File: src/rtl/acc_pkg.sv
`default_nettype none
// ============================================================================
// Module   : acc_pkg
// Brief    : Mode constants and the add/carry/clamp helper for acc_chan.
// Revision : 1.0
// ============================================================================
package acc_pkg;

    localparam int ACC_WRAP  = 0;
    localparam int ACC_SAT   = 1;
    // Widest accumulator the helper supports.
    localparam int ACC_MAX_W = 64;

    typedef struct packed {
        logic [ACC_MAX_W-1:0] sum;
        logic                 carry;
        logic [ACC_MAX_W-1:0] res;
    } acc_res_t;

    function automatic acc_res_t acc_add(
        input logic [ACC_MAX_W-1:0] a,
        input logic [ACC_MAX_W-1:0] b,
        input int unsigned          w,
        input logic                 sat
    );
        acc_res_t             r;
        logic [ACC_MAX_W-1:0] mask;
        logic [ACC_MAX_W:0]   full;
        mask    = (w >= ACC_MAX_W) ? '1 : ~({ACC_MAX_W{1'b1}} << w);
        full    = {1'b0, a & mask} + {1'b0, b & mask};
        // Both addends are below 2^w, so anything at or above bit w is the carry.
        r.carry = |(full >> w);
        r.sum   = full[ACC_MAX_W-1:0] & mask;
        r.res   = (sat && r.carry) ? mask : r.sum;
        return r;
    endfunction

endpackage
`default_nettype wire

File: src/rtl/acc_lane.sv
`default_nettype none
// ============================================================================
// Module   : acc_lane
// Brief    : One accumulator channel: register, add/clamp, sticky overflow.
// Revision : 1.0
// ============================================================================
module acc_lane
    import acc_pkg::*;
#(
    parameter int WIDTH    = 32,
    parameter int SATURATE = 0
) (
    input  logic             clk,
    input  logic             rst,
    input  logic             upd,
    input  logic             clr,
    input  logic [WIDTH-1:0] x,
    output logic [WIDTH-1:0] acc,
    output logic [WIDTH-1:0] nxt,
    output logic             ovf
);

    logic [WIDTH-1:0] r_acc;
    logic             r_ovf;
    acc_res_t         w_res;
    logic             w_nxt_ovf;
    logic             w_unused;

    always_comb begin
        w_res     = acc_add(ACC_MAX_W'(r_acc), ACC_MAX_W'(x), WIDTH, SATURATE == ACC_SAT);
        nxt       = clr ? x : w_res.res[WIDTH-1:0];
        w_nxt_ovf = clr ? 1'b0 : (r_ovf | w_res.carry);
    end

    assign w_unused = ^{w_res.sum, w_res.res};

    always_ff @(posedge clk) begin
        if (rst) begin
            r_acc <= '0;
            r_ovf <= 1'b0;
        end else if (upd) begin
            r_acc <= nxt;
            r_ovf <= w_nxt_ovf;
        end
    end

    assign acc = r_acc;
    assign ovf = r_ovf;

endmodule
`default_nettype wire

File: src/rtl/acc_chan.sv
`default_nettype none
// ============================================================================
// Module   : acc_chan
// Brief    : Multi-channel accumulator bank with wrap or saturate mode.
// Revision : 1.0
// ============================================================================
module acc_chan
    import acc_pkg::*;
#(
    parameter int WIDTH    = 32,
    parameter int CHANNELS = 4,
    parameter int SATURATE = 0,
    parameter int CW       = (CHANNELS > 1) ? $clog2(CHANNELS) : 1
) (
    input  logic                clk,
    input  logic                rst,
    input  logic                in_valid,
    input  logic [CW-1:0]       in_ch,
    input  logic [WIDTH-1:0]    in_x,
    input  logic                in_clr,
    input  logic [CW-1:0]       rd_ch,
    output logic [WIDTH-1:0]    q,
    output logic                out_valid,
    output logic [WIDTH-1:0]    out_q,
    output logic [CHANNELS-1:0] ovf
);

    logic [WIDTH-1:0]    w_acc [CHANNELS];
    logic [WIDTH-1:0]    w_nxt [CHANNELS];
    logic [CHANNELS-1:0] w_upd;
    logic [WIDTH-1:0]    w_nxt_sel;
    logic                r_out_valid;
    logic [WIDTH-1:0]    r_out_q;

    generate
        for (genvar g = 0; g < CHANNELS; g++) begin : g_lane
            // Out-of-range channel indices never match, so they are dropped here.
            assign w_upd[g] = in_valid && (in_ch == CW'(g));

            acc_lane #(
                .WIDTH    (WIDTH),
                .SATURATE (SATURATE)
            ) u_lane (
                .clk (clk),
                .rst (rst),
                .upd (w_upd[g]),
                .clr (in_clr),
                .x   (in_x),
                .acc (w_acc[g]),
                .nxt (w_nxt[g]),
                .ovf (ovf[g])
            );
        end
    endgenerate

    always_comb begin
        q         = '0;
        w_nxt_sel = '0;
        for (int i = 0; i < CHANNELS; i++) begin
            if (rd_ch == CW'(i)) q = w_acc[i];
            if (w_upd[i])        w_nxt_sel = w_nxt[i];
        end
    end

    always_ff @(posedge clk) begin
        if (rst) begin
            r_out_valid <= 1'b0;
            r_out_q     <= '0;
        end else begin
            r_out_valid <= |w_upd;
            if (|w_upd) r_out_q <= w_nxt_sel;
        end
    end

    assign out_valid = r_out_valid;
    assign out_q     = r_out_q;

endmodule
`default_nettype wire

File: config.mk
export PLATFORM = sky130hd
export DESIGN_NAME = acc_chan
export DESIGN_NICKNAME = d
export VERILOG_FILES = /design/src/rtl/acc_pkg.sv /design/src/rtl/acc_lane.sv /design/src/rtl/acc_chan.sv
export SDC_FILE = /design/constraint.sdc
export NUM_CORES = 1
export LEC_CHECK = 0
export ABC_AREA = 1
export BUFFER_PORTS_ARGS = -buffer_cell sky130_fd_sc_hd__buf_2
export CAP_MARGIN = 20
export CORE_UTILIZATION = 60
export CTS_CLUSTER_DIAMETER = 150
export DETAILED_ROUTE_END_ITERATION = 10
export PLACE_DENSITY = 0.77
export SYNTH_ARGS = -nofsm -noshare
export SYNTH_HDL_FRONTEND = slang
export SYNTH_SLANG_ARGS = --single-unit
File: constraint.sdc
create_clock -name clk -period 3 [get_ports clk]
set_clock_uncertainty 0.05 [all_clocks]
set_input_delay 0.15 -clock clk [delete_from_list [all_inputs] [get_ports clk]]
set_output_delay 0.15 -clock clk [all_outputs]
set_load 0.01 [all_outputs]
## Word level (Yosys, flattened, before mapping)

Index checks and enable logic that the tools add are counted.

| word-level totals | value |
|---|---|
| bits in registers | 165 |
| input bits | 40 |
| output and inout bits | 69 |
| logic and storage cells | 51 |

| cells by class | value |
|---|---|
| $add $sub $neg | 4 |
| equality and inequality tests | 6 |
| mux-type cells | 16 |
| bitwise operators | 4 |
| reduce and logical (&&, ||, !) cells | 11 |

Operator list:

| cell | number |
|---|---|
| two-way mux 32 bit | 12 |
| adder 32 x 32 -> 33 bit | 4 |
| OR reduction 33 bit | 4 |
| equality test 2 bit (second input constant) | 4 |
| equality test 2 x 1 -> 1 bit (second input constant) | 2 |
| logical AND 1 bit | 4 |
| logical NOT 2 bit | 2 |
| two-way mux 1 bit | 4 |
| OR 1 bit | 4 |
| OR reduction 4 bit | 1 |

## Longest topological paths before layout

| logic depth | value |
|---|---|
| depth after elaboration | 6 |
| depth in mapped cells | 17 |
| gate-level depth less buffers | 17 |

## Hierarchy

From an unflattened synthesis, not the netlist that was laid out.

| second synthesis, totals | value |
|---|---|
| cells, all modules | 3821 |
| area, all modules | 19975.4 um^2 |

By module, submodules not included:

| module | instances | cells an instance | area each (um^2) | seq. area each (um^2) |
|---|---|---|---|---|
| acc_lane at g_lane[1].u_lane ... | 3 | 805 | 4216.5 | 660.6 |
| acc_lane at g_lane[0].u_lane | 1 | 800 | 4196.5 | 660.6 |
| acc_chan | 1 | 606 | 3129.3 | 660.6 |

## Least setup slack after synthesis

Ideal clock, no wire load.

| timing path | value |
|---|---|
| path kind | register to register |
| start point | register g_lane[3].u_lane.r_acc[0] |
| end point | register r_out_q[30], in the netlist out_q[30] |
| library setup time | 0.117 ns |
| arrival | 1.976 ns |
| required time | 2.833 ns |
| setup slack | 0.857 ns |
| stages on the path, launching flop included | 18 |
| path buffers | 0 |
| clock period less this slack | 2.143 ns |
| path through | dfxtp_1 -> ha_1 -> inv_1 -> fa_1 -> o21ai_2 -> nand2_1 -> nand2_1 -> nand2_1 -> nand2_2 -> nand2_1 -> nand2_1 -> nand2_1 -> nand3_1 -> nand2_1 -> nand2_1 -> nand2_1 -> nor2_1 -> nor2_1 |

| between the ends | value |
|---|---|
| cells in the longest elaborated chain, start to end | 3 |

RTL lines:

| element | RTL line | source |
|---|---|---|
| from (decl) | acc_lane.sv:23 | `logic [WIDTH-1:0] r_acc;` |
| from (signal assigned) | acc_lane.sv:42 | `r_acc <= nxt;` |
| adder 32 x 32 -> 33 bit | acc_pkg.sv:30 | `full = {1'b0, a & mask} + {1'b0, b & mask};` |
| two-way mux 32 bit | acc_lane.sv:31 | `nxt = clr ? x : w_res.res[WIDTH-1:0];` |
| two-way mux 32 bit | acc_chan.sv:61 | `if (w_upd[i]) w_nxt_sel = w_nxt[i];` |
| to (signal assigned) | acc_chan.sv:71 | `if (\|w_upd) r_out_q <= w_nxt_sel;` |
| to (decl) | acc_chan.sv:33 | `logic [WIDTH-1:0] r_out_q;` |

No other way between the ends.
A chain may end at the register's enable or synchronous reset.

## Final worst setup path

Same ends and word-level chain as after synthesis.

==> results.py <==
metrics = {
    "run_status": {
        "status": "complete, no violations",
    },
    "global_route": {
        "grt_max_degree": 142,
        "grt_use_total_pct": 49.40,
        "grt_overflow": 0,
        "grt_pass1_wl_microns": 107200,
        "antenna_found_initial": 4,
        "grt_pass1_vias": 19284,
    },
    "worst_setup_path": {
        "worstPathRequired_ns": 3.30,
        "r2r-end": "out_q[30]",
        "startpoint_type": "flop",
        "worstReg2RegStart": "g_lane[3].u_lane.acc[0]",
        "rr_worst_depth": 17,
        "end_kind": "flop",
        "worstPathArrival_ns": 3.21,
        "path_max_fanout": 5,
        "regToRegSetupSlack_ns": 0.08,
        "crit_type": "reg -> reg",
    },
    "timing": {
        "min_period_ns": 2.917,
        "setup-tns-final_ns": 0,
        "relSlewSlack_pct": 34.11,
        "worst_pin_slew_ns": 0.9873,
        "hold_ws_ns": 0.1861,
        "maxSlewViolCount": 0,
        "finalSetupViolations": 0,
        "rsz0062_at_grt": "false",
        "setup_ws_ns": 0.08327,
        "fmax_mhz": 342.8,
        "period_share_pct": 97.22,
        "final_hold_viol_count": 0,
    },
    "detailed_routing": {
        "route.detailed.drc": 0,
        "drt_wl_total_microns": 72340,
        "ant_nets": 0,
        "via_per_inst": 6.044,
        "vias": 21467,
        "wl_per_cell_microns": 20.36,
        "firstDrtPassIters": 8,
        "drt_iter0_drc": 3360,
    },
    "final_layout": {
        "final_common_cell": "nand2_1",
        "nNetsFinal": 3335,
        "final_util_pct": 66.24,
        "n_fill_cell": 2762,
        "drive_above_1_share_pct": 5.830,
        "final_cell_mix": "nand2_1, inv_1, a21oi_1",
        "syn2layout_area_growth_pct": 8.836,
    },
    "floorplanning": {
        "die_area_sq_um": 28850,
        "initial_utilization_pct": 60.86,
        "ios": 109,
        "die_height_microns": 169.9,
        "dieWidth_microns": 169.9,
        "core_sq_um": 27780,
        "rows": 61,
    },
    "clock_tree": {
        "clock_sinks": 165,
        "cts_setup_buffers": 0,
        "cts_htree_levels": 4,
        "numCtsBuffers": 17,
        "clockBufferDepth": 2,
        "cts_root_buffer": "clkbuf_16",
        "ctsResizeCount": 0,
        "hold_buffers": 0,
        "insertion_delay_ns": 0.46,
        "cts_tree": "done",
        "clk_pin_slew_ns": 0.07,
    },
    "synthesis": {
        "synth_seq_cells": 165,
        "synth_cells": 3100,
        "yosys_warnings": 0,
        "synth-main-ff-cell": "dfxtp_1",
        "synthArstFlopShare_pct": 0,
        "seq_area_frac_synth_pct": 19.54,
        "synth_edf_count": 0,
        "syn_nets": 3272,
        "syn-cell-area_sq_um": 16910,
        "avgSynthCellArea_sq_um": 5.454,
        "ys_types": 44,
    },
    "power_and_ir_drop": {
        "p_per_area_nw_per_um2": 365.3,
        "max-vdd-ir-drop_v": 0.0003155,
        "p_leak_nw": 10.20,
    },
    "worst_hold_path": {
        "timing.hold.worst.class": "in -> reg",
        "hold_depth": 5,
        "worstHoldEndpoint": "g_lane[1].u_lane.acc[0]",
        "hp-start": "in_x[0]",
    },
    "placement": {
        "place_hpwl_microns": 55450,
        "place_ws_ns": 0.1528,
        "gp_congestion": 1.101,
        "portBuffers": 108,
    },
    "run": {
        "cap_violations": 0,
    },
}
-- how the worst max path moves through the flow --
stage	startpoint	to	slack, ns	depth (start not counted)
floorplan	g_lane[3].u_lane.acc[0]	out_q[30]	0.86	17
global placement	g_lane[3].u_lane.acc[0]	out_q[30]	0.13	17
detailed placement	g_lane[3].u_lane.acc[0]	out_q[30]	0.15	17
CTS	g_lane[3].u_lane.acc[0]	out_q[30]	0.11	17
global route	g_lane[3].u_lane.acc[0]	out_q[30]	0.001	17
finish	g_lane[3].u_lane.acc[0]	out_q[30]	0.08	17
-- final cells by class --
| cell class | count | area (sq um) | area share [%] |
|---|---|---|---|
| sequential | 165 | 3303 | 17.95 |
| timing repair buffer | 129 | 763.2 | 4.148 |
| antenna | 1 | 2.502 | 0.01360 |
| multi-input combinational | 2427 | 11670 | 63.40 |
| tap | 378 | 473.0 | 2.570 |
| clock inverter | 7 | 120.1 | 0.6527 |
| clock buffer | 22 | 484.2 | 2.631 |
| inverter | 423 | 1588 | 8.629 |
-- kinds of logic (layout without fill, tap and decap cells) --
family	count (synthesis)	after routing	share of synthesized area (%)
DFF	165	165	19.54
buffers and inverters	508	581	11.67
and+or+nand+nor	1860	1860	44.61
AOI/OAI and AO/OA	413	413	13.10
adders and majority gates	132	132	9.946
xor gates and xnor gates	22	22	1.140
other	0	1	0
-- critical path, cell delays in order, from the launching register on --
cell and delay (ns):
dfxtp_1 0.37, ha_1 0.30, inv_1 0.17, fa_2 0.45, o21ai_4 0.27, nand2_1 0.08
nand2_1 0.09, nand2_1 0.09, nand2_2 0.14, nand2_1 0.12, nand2_1 0.08, nand2_1 0.04
nand3_1 0.06, nand2_1 0.05, nand2_1 0.09, nand2_1 0.15, nor2_1 0.15, nor2_1 0.05
-- flip-flops by register name, indices dropped and copies added (netlist names) --
signal	flops
g_lane.u_lane.ovf	4
out_valid	1
out_q	32
g_lane.u_lane.acc	128
-- layer usage --
metal  GRT usage, %  part of all wire (%)  vias up  wire, microns
met4          18.96                   4.4        8           3184
li1               -                     -     9929              -
met2          72.58                    40     1640          29200
met5          2.957                  0.13        -             95
met3          19.93                    17      254          12570
met1          63.97                    38     9636          27280
-- per-stage QoR --
step | area [sq um] | instances | total power, mW
floorplan | 16910 | 3100 | 3.602
global placement | 17780 | 3522 | 4.199
detailed placement | 17780 | 3522 | 4.234
global route | 18400 | 3551 | 6.918
finish | 18400 | 3552 | 6.721
CTS | 18390 | 3551 | 6.570
-- where the power goes --
group | switching [mW] | total, mW | internal (mW) | leakage (nW)
logic | 1.35 | 1.93 | 0.579 | 8.56
clock network | 1.01 | 2.40 | 1.39 | 0.295
registers | 0.106 | 2.39 | 2.28 | 1.34
-- cells in the mapped netlist, types with 13 or more instances --
cell,number,area share [%]
nand4_1,31,1.1
o21ai_0,89,2.6
nor2_1,246,5.5
a221oi_1,16,0.83
nand2_1,1303,29
nor3_1,14,0.41
o21bai_1,13,0.58
ha_1,128,9.5
xnor2_1,17,0.88
dfxtp_1,165,20
and2_1,13,0.48
inv_1,420,9.3
clkbuf_1,63,1.4
nand3_1,203,6.0
a21oi_1,266,7.9
nand3b_1,23,1.0
(Power assumes the default switching activity.)
